$ cat src/rtl/hdmi_text_axi_slave.sv
// AXI4-Lite target for the HDMI text controller: VRAM words go out on a single-cycle BRAM port,
// the 8-word colour palette is held here and drives a combinational colour lookup.
module hdmi_text_axi_slave #(
  parameter int          C_AXI_DATA_WIDTH = 32,
  parameter int          C_AXI_ADDR_WIDTH = 16,
  parameter int          VRAM_WORDS       = 1200,
  parameter logic [11:0] PAL_BASE         = 12'h800
) (
  input  logic                          axi_aclk,
  input  logic                          axi_areset,
  input  logic [C_AXI_ADDR_WIDTH-1:0]   axi_awaddr,
  input  logic [2:0]                    axi_awprot,
  input  logic                          axi_awvalid,
  output logic                          axi_awready,
  input  logic [C_AXI_DATA_WIDTH-1:0]   axi_wdata,
  input  logic [C_AXI_DATA_WIDTH/8-1:0] axi_wstrb,
  input  logic                          axi_wvalid,
  output logic                          axi_wready,
  output logic [1:0]                    axi_bresp,
  output logic                          axi_bvalid,
  input  logic                          axi_bready,
  input  logic [C_AXI_ADDR_WIDTH-1:0]   axi_araddr,
  input  logic [2:0]                    axi_arprot,
  input  logic                          axi_arvalid,
  output logic                          axi_arready,
  output logic [C_AXI_DATA_WIDTH-1:0]   axi_rdata,
  output logic [1:0]                    axi_rresp,
  output logic                          axi_rvalid,
  input  logic                          axi_rready,
  output logic [10:0]                   vram_addr,
  output logic                          vram_en,
  output logic [3:0]                    vram_we,
  output logic [31:0]                   vram_wdata,
  input  logic [31:0]                   vram_rdata,
  input  logic [3:0]                    vid_color_idx,
  output logic [11:0]                   vid_rgb
);
  localparam int IW = C_AXI_ADDR_WIDTH - 2;
  localparam int DW = C_AXI_DATA_WIDTH;
  localparam int SW = C_AXI_DATA_WIDTH / 8;

  typedef enum logic [1:0] {W_IDLE = 2'd0, W_EXEC = 2'd1, W_RESP = 2'd2} wstate_e;
  typedef enum logic [1:0] {R_IDLE = 2'd0, R_ACK = 2'd1, R_RAM = 2'd2, R_DATA = 2'd3} rstate_e;

  function automatic logic is_vram(input logic [IW-1:0] idx);
    return idx < IW'(VRAM_WORDS);
  endfunction

  function automatic logic is_pal(input logic [IW-1:0] idx);
    return (idx >= IW'(PAL_BASE)) && (idx < (IW'(PAL_BASE) + IW'(4'd8)));
  endfunction

  wstate_e         w_state_q, w_state_d;
  logic            aw_held_q, aw_held_d, w_held_q, w_held_d;
  logic            awready_q, awready_d, wready_q, wready_d;
  logic [IW-1:0]   waddr_q, waddr_d;
  logic [DW-1:0]   wdata_q, wdata_d;
  logic [SW-1:0]   wstrb_q, wstrb_d;
  logic [31:0]     pal_q [8];
  logic [31:0]     pal_d [8];

  rstate_e         r_state_q, r_state_d;
  logic [IW-1:0]   raddr_q, raddr_d;
  logic            rd_issued_q, rd_issued_d;
  logic [DW-1:0]   rdata_q, rdata_d;
  logic [1:0]      rresp_q, rresp_d;

  logic            wr_go_s, rd_go_s, w_err_s;
  logic [31:0]     pal_word_s;
  logic            unused_s;

  assign unused_s = ^{axi_awprot, axi_arprot, axi_awaddr[1:0], axi_araddr[1:0]};

  // Write channel: independent AW/W capture, one execute cycle, then response.
  always_comb begin
    w_state_d = w_state_q;
    aw_held_d = aw_held_q;
    w_held_d  = w_held_q;
    waddr_d   = waddr_q;
    wdata_d   = wdata_q;
    wstrb_d   = wstrb_q;
    pal_d     = pal_q;
    case (w_state_q)
      W_IDLE: begin
        if (axi_awvalid && awready_q) begin
          aw_held_d = 1'b1;
          waddr_d   = axi_awaddr[C_AXI_ADDR_WIDTH-1:2];
        end else begin
          aw_held_d = aw_held_q;
        end
        if (axi_wvalid && wready_q) begin
          w_held_d = 1'b1;
          wdata_d  = axi_wdata;
          wstrb_d  = axi_wstrb;
        end else begin
          w_held_d = w_held_q;
        end
        if (aw_held_d && w_held_d) w_state_d = W_EXEC;
        else                       w_state_d = W_IDLE;
      end
      W_EXEC: begin
        if (is_pal(waddr_q)) begin
          for (int b = 0; b < 4; b++) begin
            if (wstrb_q[b]) pal_d[waddr_q[2:0]][8*b +: 8] = wdata_q[8*b +: 8];
          end
        end
        w_state_d = W_RESP;
      end
      W_RESP: begin
        if (axi_bready) begin
          w_state_d = W_IDLE;
          aw_held_d = 1'b0;
          w_held_d  = 1'b0;
        end else begin
          w_state_d = W_RESP;
        end
      end
      default: w_state_d = W_IDLE;
    endcase
    awready_d = (w_state_d == W_IDLE) && !aw_held_d;
    wready_d  = (w_state_d == W_IDLE) && !w_held_d;
  end

  // Write-side state, captured request and palette storage.
  always_ff @(posedge axi_aclk or posedge axi_areset) begin
    if (axi_areset) begin
      w_state_q <= W_IDLE;
      aw_held_q <= 1'b0;
      w_held_q  <= 1'b0;
      awready_q <= 1'b0;
      wready_q  <= 1'b0;
      waddr_q   <= '0;
      wdata_q   <= '0;
      wstrb_q   <= '0;
      pal_q     <= '{default: 32'h0};
    end else begin
      w_state_q <= w_state_d;
      aw_held_q <= aw_held_d;
      w_held_q  <= w_held_d;
      awready_q <= awready_d;
      wready_q  <= wready_d;
      waddr_q   <= waddr_d;
      wdata_q   <= wdata_d;
      wstrb_q   <= wstrb_d;
      pal_q     <= pal_d;
    end
  end

  // Read channel; a VRAM read issues once and samples BRAM data on the next edge.
  always_comb begin
    r_state_d   = r_state_q;
    raddr_d     = raddr_q;
    rd_issued_d = rd_issued_q;
    rdata_d     = rdata_q;
    rresp_d     = rresp_q;
    rd_go_s     = 1'b0;
    case (r_state_q)
      R_IDLE: begin
        if (axi_arvalid) r_state_d = R_ACK;
        else             r_state_d = R_IDLE;
      end
      R_ACK: begin
        raddr_d   = axi_araddr[C_AXI_ADDR_WIDTH-1:2];
        r_state_d = R_RAM;
      end
      R_RAM: begin
        if (rd_issued_q) begin
          rdata_d     = vram_rdata;
          rresp_d     = 2'b00;
          rd_issued_d = 1'b0;
          r_state_d   = R_DATA;
        end else if (w_state_q == W_EXEC) begin
          r_state_d = R_RAM;
        end else if (is_vram(raddr_q)) begin
          rd_go_s     = 1'b1;
          rd_issued_d = 1'b1;
        end else if (is_pal(raddr_q)) begin
          rdata_d   = pal_q[raddr_q[2:0]];
          rresp_d   = 2'b00;
          r_state_d = R_DATA;
        end else begin
          rdata_d   = '0;
          rresp_d   = 2'b10;
          r_state_d = R_DATA;
        end
      end
      R_DATA: begin
        if (axi_rready) r_state_d = R_IDLE;
        else            r_state_d = R_DATA;
      end
      default: r_state_d = R_IDLE;
    endcase
  end

  // Read-side state and the held read response.
  always_ff @(posedge axi_aclk or posedge axi_areset) begin
    if (axi_areset) begin
      r_state_q   <= R_IDLE;
      raddr_q     <= '0;
      rd_issued_q <= 1'b0;
      rdata_q     <= '0;
      rresp_q     <= 2'b00;
    end else begin
      r_state_q   <= r_state_d;
      raddr_q     <= raddr_d;
      rd_issued_q <= rd_issued_d;
      rdata_q     <= rdata_d;
      rresp_q     <= rresp_d;
    end
  end

  // BRAM port: the write execute cycle owns the port, reads wait for it.
  always_comb begin
    wr_go_s    = (w_state_q == W_EXEC) && is_vram(waddr_q);
    w_err_s    = !is_vram(waddr_q) && !is_pal(waddr_q);
    vram_en    = wr_go_s || rd_go_s;
    vram_we    = wr_go_s ? wstrb_q : 4'b0000;
    vram_addr  = wr_go_s ? waddr_q[10:0] : raddr_q[10:0];
    vram_wdata = wdata_q;
  end

  // Palette lookup for the draw logic: odd colours in the upper half of each word.
  always_comb begin
    pal_word_s = pal_q[vid_color_idx[3:1]];
    vid_rgb    = vid_color_idx[0] ? pal_word_s[24:13] : pal_word_s[12:1];
  end

  assign axi_awready = awready_q;
  assign axi_wready  = wready_q;
  assign axi_bvalid  = (w_state_q == W_RESP);
  assign axi_bresp   = ((w_state_q == W_RESP) && w_err_s) ? 2'b10 : 2'b00;
  assign axi_arready = (r_state_q == R_ACK);
  assign axi_rvalid  = (r_state_q == R_DATA);
  assign axi_rdata   = rdata_q;
  assign axi_rresp   = rresp_q;
endmodule

$ cat config.mk
export PLATFORM = sky130hd
export DESIGN_NAME = hdmi_text_axi_slave
export DESIGN_NICKNAME = d
export VERILOG_FILES = /design/src/rtl/hdmi_text_axi_slave.sv
export SDC_FILE = /design/constraint.sdc
export NUM_CORES = 1
export LEC_CHECK = 0
export CORE_MARGIN = 4
export CORE_UTILIZATION = 41
export DETAILED_ROUTE_END_ITERATION = 8
export GPL_TIMING_DRIVEN = 0
export PLACE_DENSITY = 0.7
export SYNTH_ARGS = -nofsm -noshare
export SYNTH_HDL_FRONTEND = slang
export SYNTH_SLANG_ARGS = --single-unit
$ cat constraint.sdc
create_clock -name axi_aclk -period 16.6 [get_ports axi_aclk]
set_input_delay 4.15 -clock axi_aclk [delete_from_list [all_inputs] [get_ports axi_aclk]]
set_output_delay 4.15 -clock axi_aclk [all_outputs]
set_load 0.02 [all_outputs]
-- After elaboration in Yosys (flattened, before gate mapping)
Cells that the tools add are included.
- bits in registers: 363
- bits of input ports: 117
- output and inout bits: 101
- word-level logic and storage cells: 126
- $lt $le $gt $ge: 10
- equal/unequal tests: 8
- multiplexer cells: 61
- bitwise logic cells: 3
- reductions and logical operators: 23
- operator list (cell ; number):
    256-bit 2-to-1 mux ; 10
    256-bit bitwise mux ; 4
    32-bit demux with 3-bit select ; 4
    32-bit 2-to-1 mux ; 7
    32-bit binary-select mux with 3-bit select ; 2
    25-bit 2-to-1 mux ; 2
    14-bit by 12-bit greater-or-equal comparator with 1-bit output, second input constant ; 2
    14-bit by 11-bit less-than comparator with 1-bit output, second input constant ; 2
    14-bit by 12-bit less-than comparator with 1-bit output, second input constant ; 2
    24-bit 2-to-1 mux ; 1
    2-bit 2-to-1 mux ; 10
    16-bit 2-to-1 mux ; 1
    4-bit greater-or-equal comparator, second input constant ; 3
    1-bit 2-to-1 mux ; 12
    12-bit 2-to-1 mux ; 1
    3-bit inverter with 4-bit output ; 3
    1-bit logical AND ; 11
    11-bit 2-to-1 mux ; 1
    8-bit 2-to-1 mux ; 1
    2-bit one-hot mux with 4 select lines ; 1
    2-bit equality test, second input constant ; 3
    2-bit logical NOT ; 3
    2-bit one-hot mux with 3 select lines ; 1
    2-bit AND reduction ; 3
    9 further kinds ; 15

-- Logic depth before layout (Yosys ltp)
Gate-level depths: netlist of the first run.
- depth after elaboration: 19
- mapped depth: 7

-- Worst setup path before layout of the first run
No wires, ideal clock.
- path type: input -> output
- start point: in vid_color_idx[1]
- end point: out vid_rgb[0]
- arrival: 5798 ps
- slack: 6652 ps
- cell stages on the path: 4
- path buffers: 2
- path through: buf_2 -> buf_2 -> mux4_2 -> mux4_2
- cells in the longest elaborated chain, start to end: 5
- RTL lines (element ; line ; source):
    from (decl) ; 35 ; input logic [3:0] vid_color_idx,
    3-bit inverter with 4-bit output (not written as such) ; 224 ; pal_word_s = pal_q[vid_color_idx[3:1]];
    32-bit binary-select mux with 3-bit select ; 224 ;
    25-bit 2-to-1 mux (not written as such) (2 in series) ; 224 ;
    12-bit 2-to-1 mux ; 225 ; vid_rgb = vid_color_idx[0] ? pal_word_s[24:13] : pal_word_s[12:1];
    to (decl) ; 36 ; output logic [11:0] vid_rgb
Every way passes these cells. The select of a mux whose other input is x is not followed.

-- Worst setup path in the final report of the first run
- start point: in vid_color_idx[2]
- end point: out vid_rgb[5]
The elaborated chain is that of the path after synthesis.

==> results of run 1 <==
==> worst paths after layout <==
path                                   startpoint                        end  slack [ns]  cells past startpoint
max                              vid_color_idx[2]                 vid_rgb[5]        5.24                      5
min                         pal_q[96]$_DFFE_PP0P_      pal_q[96]$_DFFE_PP0P_        0.49                      1
max reg2reg                raddr_q[2]$_DFFE_PP0P_  axi_rdata[13]$_DFFE_PP0P_       13.50                      6
min reg2reg                 pal_q[96]$_DFFE_PP0P_      pal_q[96]$_DFFE_PP0P_        0.49                      1
max in group asynchronous              axi_areset  axi_rdata[23]$_DFFE_PP0P_       11.30                      3
min in group asynchronous              axi_areset     raddr_q[4]$_DFFE_PP0P_        4.15                      2
==> worst reg2reg max path: stages (launching register included) <==
cell,delay (ns)
dfrtp_1,0.37
clkbuf_1,0.66
buf_1,0.70
mux4_2,0.41
mux2i_1,0.42
o21ai_0,0.14
mux2_2,0.29
==> layer usage <==
| layer | global-route usage, % | vias up | share of wire, % |
|---|---|---|---|
| met1 | 31.27 | 6090 | 44 |
| met2 | 35.19 | 322 | 48 |
| li1 | - | 4863 | - |
| met4 | 3.990 | 2 | 1.4 |
| met5 | 0 | - | 0.014 |
| met3 | 5.063 | 52 | 6.1 |
==> power by group through the flow <==
stage	Sequential, µW	Clock (µW)	Combinational [µW]
after floorplan	1250	0	512
after global placement	1220	0	1020
after detailed placement	1220	0	1030
after CTS	1210	952	1030
after global routing	1240	991	1080
final	1210	930	1010
==> Yosys cell counts (5+ instances only) <==
master    count
nor2b_1       5
nor3_1        5
buf_1        11
nor2_4       24
mux2_2      293
inv_1         8
buf_2        16
mux4_2      124
nand2_1      41
dfrtp_1     362
clkbuf_1     31
mux2_1       56
o22a_1       11
nand3_2       7
mux2i_1      32
nand2b_1      7
a21oi_1       7
o21ai_0      29
nand3_1      12
nor2_1       19
==> through the flow <==
step	instance area [µm²]	TNS, ns
CTS	21950	0
finish	21950	0
detailed placement	20560	0
floorplan	17740	0
global placement	20490	-767.15
global route	21950	0
==> final cells by class <==
cell class                 instances  area [µm²]
multi-input combinational        705        8384
fill                            3535       20370
tap                              577       721.9
clock buffer                      62        1277
sequential                       362        9059
clock inverter                    10       108.9
buffer                            62       267.8
timing repair buffer             206        2092
inverter                           8       37.54
==> state kept, by name, summed over array words and instances (netlist names) <==
signal and count:
pal_q 256, axi_rdata 32, vram_wdata 32, raddr_q 14, waddr_q 14, wstrb_q 4
r_state_q 2, w_state_q 2, aw_held_q 1, axi_awready 1, axi_rresp 1, axi_wready 1
rd_issued_q 1, w_held_q 1
==> layout by cell type, fill, tap and decap left out, types with 5 or more instances in the layout <==
cell type,Yosys,routed
buf_1,11,11
nor2_1,19,19
nor3_1,5,5
dfrtp_1,362,362
nor2_4,24,24
nand3_2,7,7
clkbuf_16,0,43
mux2i_1,32,32
nand2_1,41,41
nand2b_1,7,7
mux4_2,124,124
buf_2,16,17
inv_1,8,7
clkdlybuf4s50_1,0,203
clkbuf_1,31,37
nand3_1,12,12
a21oi_1,7,7
mux2_1,56,56
o21ai_0,29,29
clkinv_2,0,5
o22a_1,11,11
nor2b_1,5,5
clkbuf_8,0,13
mux2_2,293,293
==> cell families (layout without fill, tap and decap cells) <==
logic type | count (synthesis) | in the layout | share of synthesized area (%)
AO/OA/AOI/OAI | 55 | 55 | 1.898
buffers and inverters | 70 | 348 | 1.679
flip-flops | 362 | 362 | 51.07
multiplexers | 505 | 505 | 39.71
other | 1 | 2 | 0.02114
AND/OR/NAND/NOR | 143 | 143 | 5.622
==> impl_metrics.ini, run 1 <==
[run_status]
status = finished, final reports clean

[timing]
holdWs_ns = 0.4858
worst-slew-pin-transition_ns = 1.187
rsz0062_at_grt = false
final_max_slew_viol_count = 0
relSlewSlack_pct = 20.89
min_period_ns = 11.36
min_period_over_period_pct = 68.41
setup_viol = 0
fin_ws_ns = 5.244
hold_viol = 0
clock_skew_ns = 0.01930
fmax_ghz = 0.08806

[placed_design]
io_buffer_count = 203
dp.cells = 1920
dp_hpwl_mm = 35.87
post-place-ws_ns = 5.237
gp_congestion = 0.8449

[drt]
dr.first_iter.drc_count = 770
first_pass_iters = 4
drc_errors = 0
vias_per_cell = 5.687
drtAntennaViolNets = 0
wl_mm = 51.09
wl_per_cell_um = 25.65
num_vias = 11330

[grt]
antenna_found_initial = 2
overflow = 0
grt_pass1_wl_mm = 77.29
grt_start_max_net_pins = 123
grt_pass1_vias = 11860
grt_use_total_pct = 21.96

[layout]
area_growth_pct = 23.74
final_nets = 1504
n_antenna_cell = 0
drive_above_1_share_pct = 38.94
stdcell_count = 1992
fin_util_pct = 51.86

[cts]
insertion_delay_ns = 0.56
htreeDepth = 2
clock-root-buffer = clkbuf_16
ctsHoldBuffers = 0
clockBufferDepth = 3
path_clk_slew_ns = 0.06
cts_tree = built
numCtsBuffers = 42
post-cts-setup-buffers = 0
clkSinkCount = 362
cts_resized = 0

[setup_path]
cp_num_buf_inv = 3
slowest_delay_ns = 0.78
crit_arrival_ns = 7.21
cp_slowest_cell = clkbuf_1
critPathLaunchType = input pin
end_kind = output port
critPathKind = input pin to output port
cp_max_fo = 10
cp_cell_sequence = clkbuf_1 > clkbuf_1 > mux4_2 > mux4_2 > clkdlybuf4s50_1
critical_path.top_delay_family = buffers and inverters
cp_data_required_time_ns = 12.45

[flow_run]
cap_violations = 0

[logic_synthesis]
yosysUniqueCellTypes = 42
synth_ff_type = dfrtp_1
synth_top_area_cell = dfrtp_1
yosysWarnings = 0
synthArstFlopShare_pct = 100.0
ys_seq_area_share_pct = 51.07
synth_area_leaders = dfrtp_1, mux2_2, mux4_2
synth_edf_count = 0
synthCells = 1136
syn_avg_cell_area_um2 = 15.61
syn_area_mm2 = 0.01774
netlist.area_leader.share_pct = 51.07
synth-seq-cells = 362

[power]
power_density_mw_per_mm2 = 143.7
power_uw = 3153
leakage_uw = 0.009689
clockPowerShare_pct = 29.5
p_comb_share_pct = 32.2
p_sw_share_pct = 35.37
power.internal_uw = 2038
p_switching_uw = 1115
p_seq_share_pct = 38.3
peakVddDrop_mv = 0.08038

[die]
rows = 75
die_w_um = 216.0
start_util_pct = 41.91
die_h_um = 216.0
ios = 218
core_mm2 = 0.04232
die-area_mm2 = 0.04665

[worst_hold_path]
min-delay-path-class = register to register
Power figures use the tool's default switching activity.
==> inputs of run 2 (changes only) <==
--- a/config.mk
+++ b/config.mk
@@ -9,7 +9,7 @@
 export CORE_UTILIZATION = 41
 export DETAILED_ROUTE_END_ITERATION = 8
 export GPL_TIMING_DRIVEN = 0
-export PLACE_DENSITY = 0.7
+export PLACE_DENSITY = 0.72
 export SYNTH_ARGS = -nofsm -noshare
 export SYNTH_HDL_FRONTEND = slang
 export SYNTH_SLANG_ARGS = --single-unit
==> constraint.sdc (replaced) <==
create_clock -name axi_aclk -period 9.9 [get_ports axi_aclk]
set_input_delay 2.475 -clock axi_aclk [delete_from_list [all_inputs] [get_ports axi_aclk]]
set_output_delay 2.475 -clock axi_aclk [all_outputs]
set_load 0.02 [all_outputs]
==> impl_metrics.ini, run 2 (same netlist as run 1, synthesis figures left out) <==
[timing]
min_period_ns = 7.871
fmax_ghz = 0.1271
setup_viol = 0
fin_tns_setup_ns = 0
min_period_over_period_pct = 79.50
clock_skew_ns = 0.03094
worst-slew-pin-transition_ns = 1.297
hold_viol = 0
relSlewSlack_pct = 13.56
holdWs_ns = 0.4874
rsz0062_at_grt = false
final_max_slew_viol_count = 0

[die]
die_h_um = 216.0
ios = 218
die-area_mm2 = 0.04665
die_w_um = 216.0
start_util_pct = 41.91
rows = 75
core_mm2 = 0.04232

[setup_path]
r2r_start = raddr_q[2]$_DFFE_PP0P_
startpoint = vid_color_idx[2]
cp_data_required_time_ns = 7.43
end_kind = output port
critPathKind = input pin to output port
reg2reg_to = axi_rdata[25]$_DFFE_PP0P_
cp_max_fo = 10
r2r_cells = 6
r2r_slack_ns = 6.89
crit_arrival_ns = 5.40
critPathLaunchType = input pin

[cts]
cts_tree = built
clkSinkCount = 362
ctsHoldBuffers = 0
clockBufferDepth = 3
cts_resized = 0
post-cts-setup-buffers = 0
path_clk_slew_ns = 0.06
clock-root-buffer = clkbuf_16
numCtsBuffers = 42
insertion_delay_ns = 0.57
htreeDepth = 2

[layout]
top_register = pal_q
stdcell_count = 2001
drive_above_1_share_pct = 39.19
largest_reg_flops = 256
n_antenna_cell = 0
area_growth_pct = 24.81
final_cell_mix = dfrtp_1, mux2_2, clkdlybuf4s50_1, mux4_2, mux2_1
num-fill-cells = 3555
final_nets = 1511
design_area_mm2 = 0.02214
layout_commonest_cell = dfrtp_1

[drt]
first_pass_iters = 5
wl_mm = 52.00
drc_errors = 0
vias_per_cell = 5.679
drtAntennaViolNets = 0
wl_per_cell_um = 25.98
dr.first_iter.drc_count = 842
num_vias = 11360

[placed_design]
dpl_cell_area_mm2 = 0.02070
dp.cells = 1927
dp_hpwl_mm = 36.99
gp_congestion = 0.8670
io_buffer_count = 203

[grt]
grt_use_total_pct = 22.23
grt_pass1_wl_mm = 78.38
grt_start_max_net_pins = 43
grt_pass1_vias = 12220
antenna_found_initial = 2
overflow = 0

[worst_hold_path]
hold_depth = 1
min-delay-path-class = register to register
hp-start = pal_q[57]$_DFFE_PP0P_
min_to = pal_q[57]$_DFFE_PP0P_

[power]
peakVddDrop_mv = 0.1261
leakage_uw = 0.009770
power_density_mw_per_mm2 = 242.0

[run_status]
status = finished, final reports clean

[flow_run]
cap_violations = 0
-- run 2: how the worst max path moves through the flow --
stage                           endpoint  slack, ns  cells after the start
6_report                     vid_rgb[11]       2.03                      5
5_1_grt                       vid_rgb[7]       1.95                      5
3_3_place_gp   axi_rdata[17]$_DFFE_PP0P_       0.07                      2
3_5_place_dp                 vid_rgb[11]       2.02                      5
4_1_cts                       vid_rgb[7]       2.00                      5
2_1_floorplan        aw_held_q$_DFF_PP0_       2.57                      1
-- run 2: power breakdown --
part	internal (µW)	total (µW)	switching, µW
Sequential	1700	2030	337
Combinational	786	1710	927
Clock	993	1610	619
-- run 2: worst max-delay path, stage by stage --
cell,delay [ns]
clkbuf_1,0.59
clkbuf_1,0.76
mux4_2,0.44
mux4_2,0.54
clkdlybuf4s50_1,0.58
-- run 2: metal layers --
layer | track usage, % | routed length [µm] | up-vias
met2 | 37.22 | 25600 | 326
met4 | 5.035 | 1111 | 0
met5 | 0 | 0 | -
li1 | - | - | 4856
met3 | 4.782 | 3156 | 77
met1 | 30.04 | 22130 | 6105
-- run 2: per-stage QoR --
stage                     total power (µW)  utilization, %  worst slack [ns]
after floorplan                       2947               -             2.571
after global placement                3744           48.43           0.06624
after detailed placement              3787           48.92             2.017
after CTS                             5419           52.31             2.001
after global routing                  5598           52.31             1.953
final                                 5358           52.31             2.029
-- run 2: area by class of cell --
type / count / area [µm²] / share of cell area [%]
Sequential cell: 362 / 9059 / 40.92
Tap cell: 577 / 721.9 / 3.261
Inverter: 8 / 33.78 / 0.1526
Timing Repair Buffer: 213 / 2232 / 10.08
Clock buffer: 61 / 1234 / 5.573
Buffer: 62 / 267.8 / 1.210
Clock inverter: 13 / 200.2 / 0.9043
Multi-Input combinational cell: 705 / 8389 / 37.90
==> inputs of run 3 (changes only) <==
==> constraint.sdc (replaced) <==
create_clock -name axi_aclk -period 6.7 [get_ports axi_aclk]
set_input_delay 1.675 -clock axi_aclk [delete_from_list [all_inputs] [get_ports axi_aclk]]
set_output_delay 1.675 -clock axi_aclk [all_outputs]
set_load 0.02 [all_outputs]
==> results of run 3 <==
The final DEF is identical to that of run 2. Status: finished, final reports clean.
Main changes from that run: setup slack after placement 2.017 ns -> 0.4170 ns; setup slack after layout 2.029 ns -> 0.4294 ns; register-to-register setup slack 6.89 ns -> 3.69 ns; total power 5358 µW -> 7917 µW; worst IR drop on VDD 0.1261 mV -> 0.1863 mV
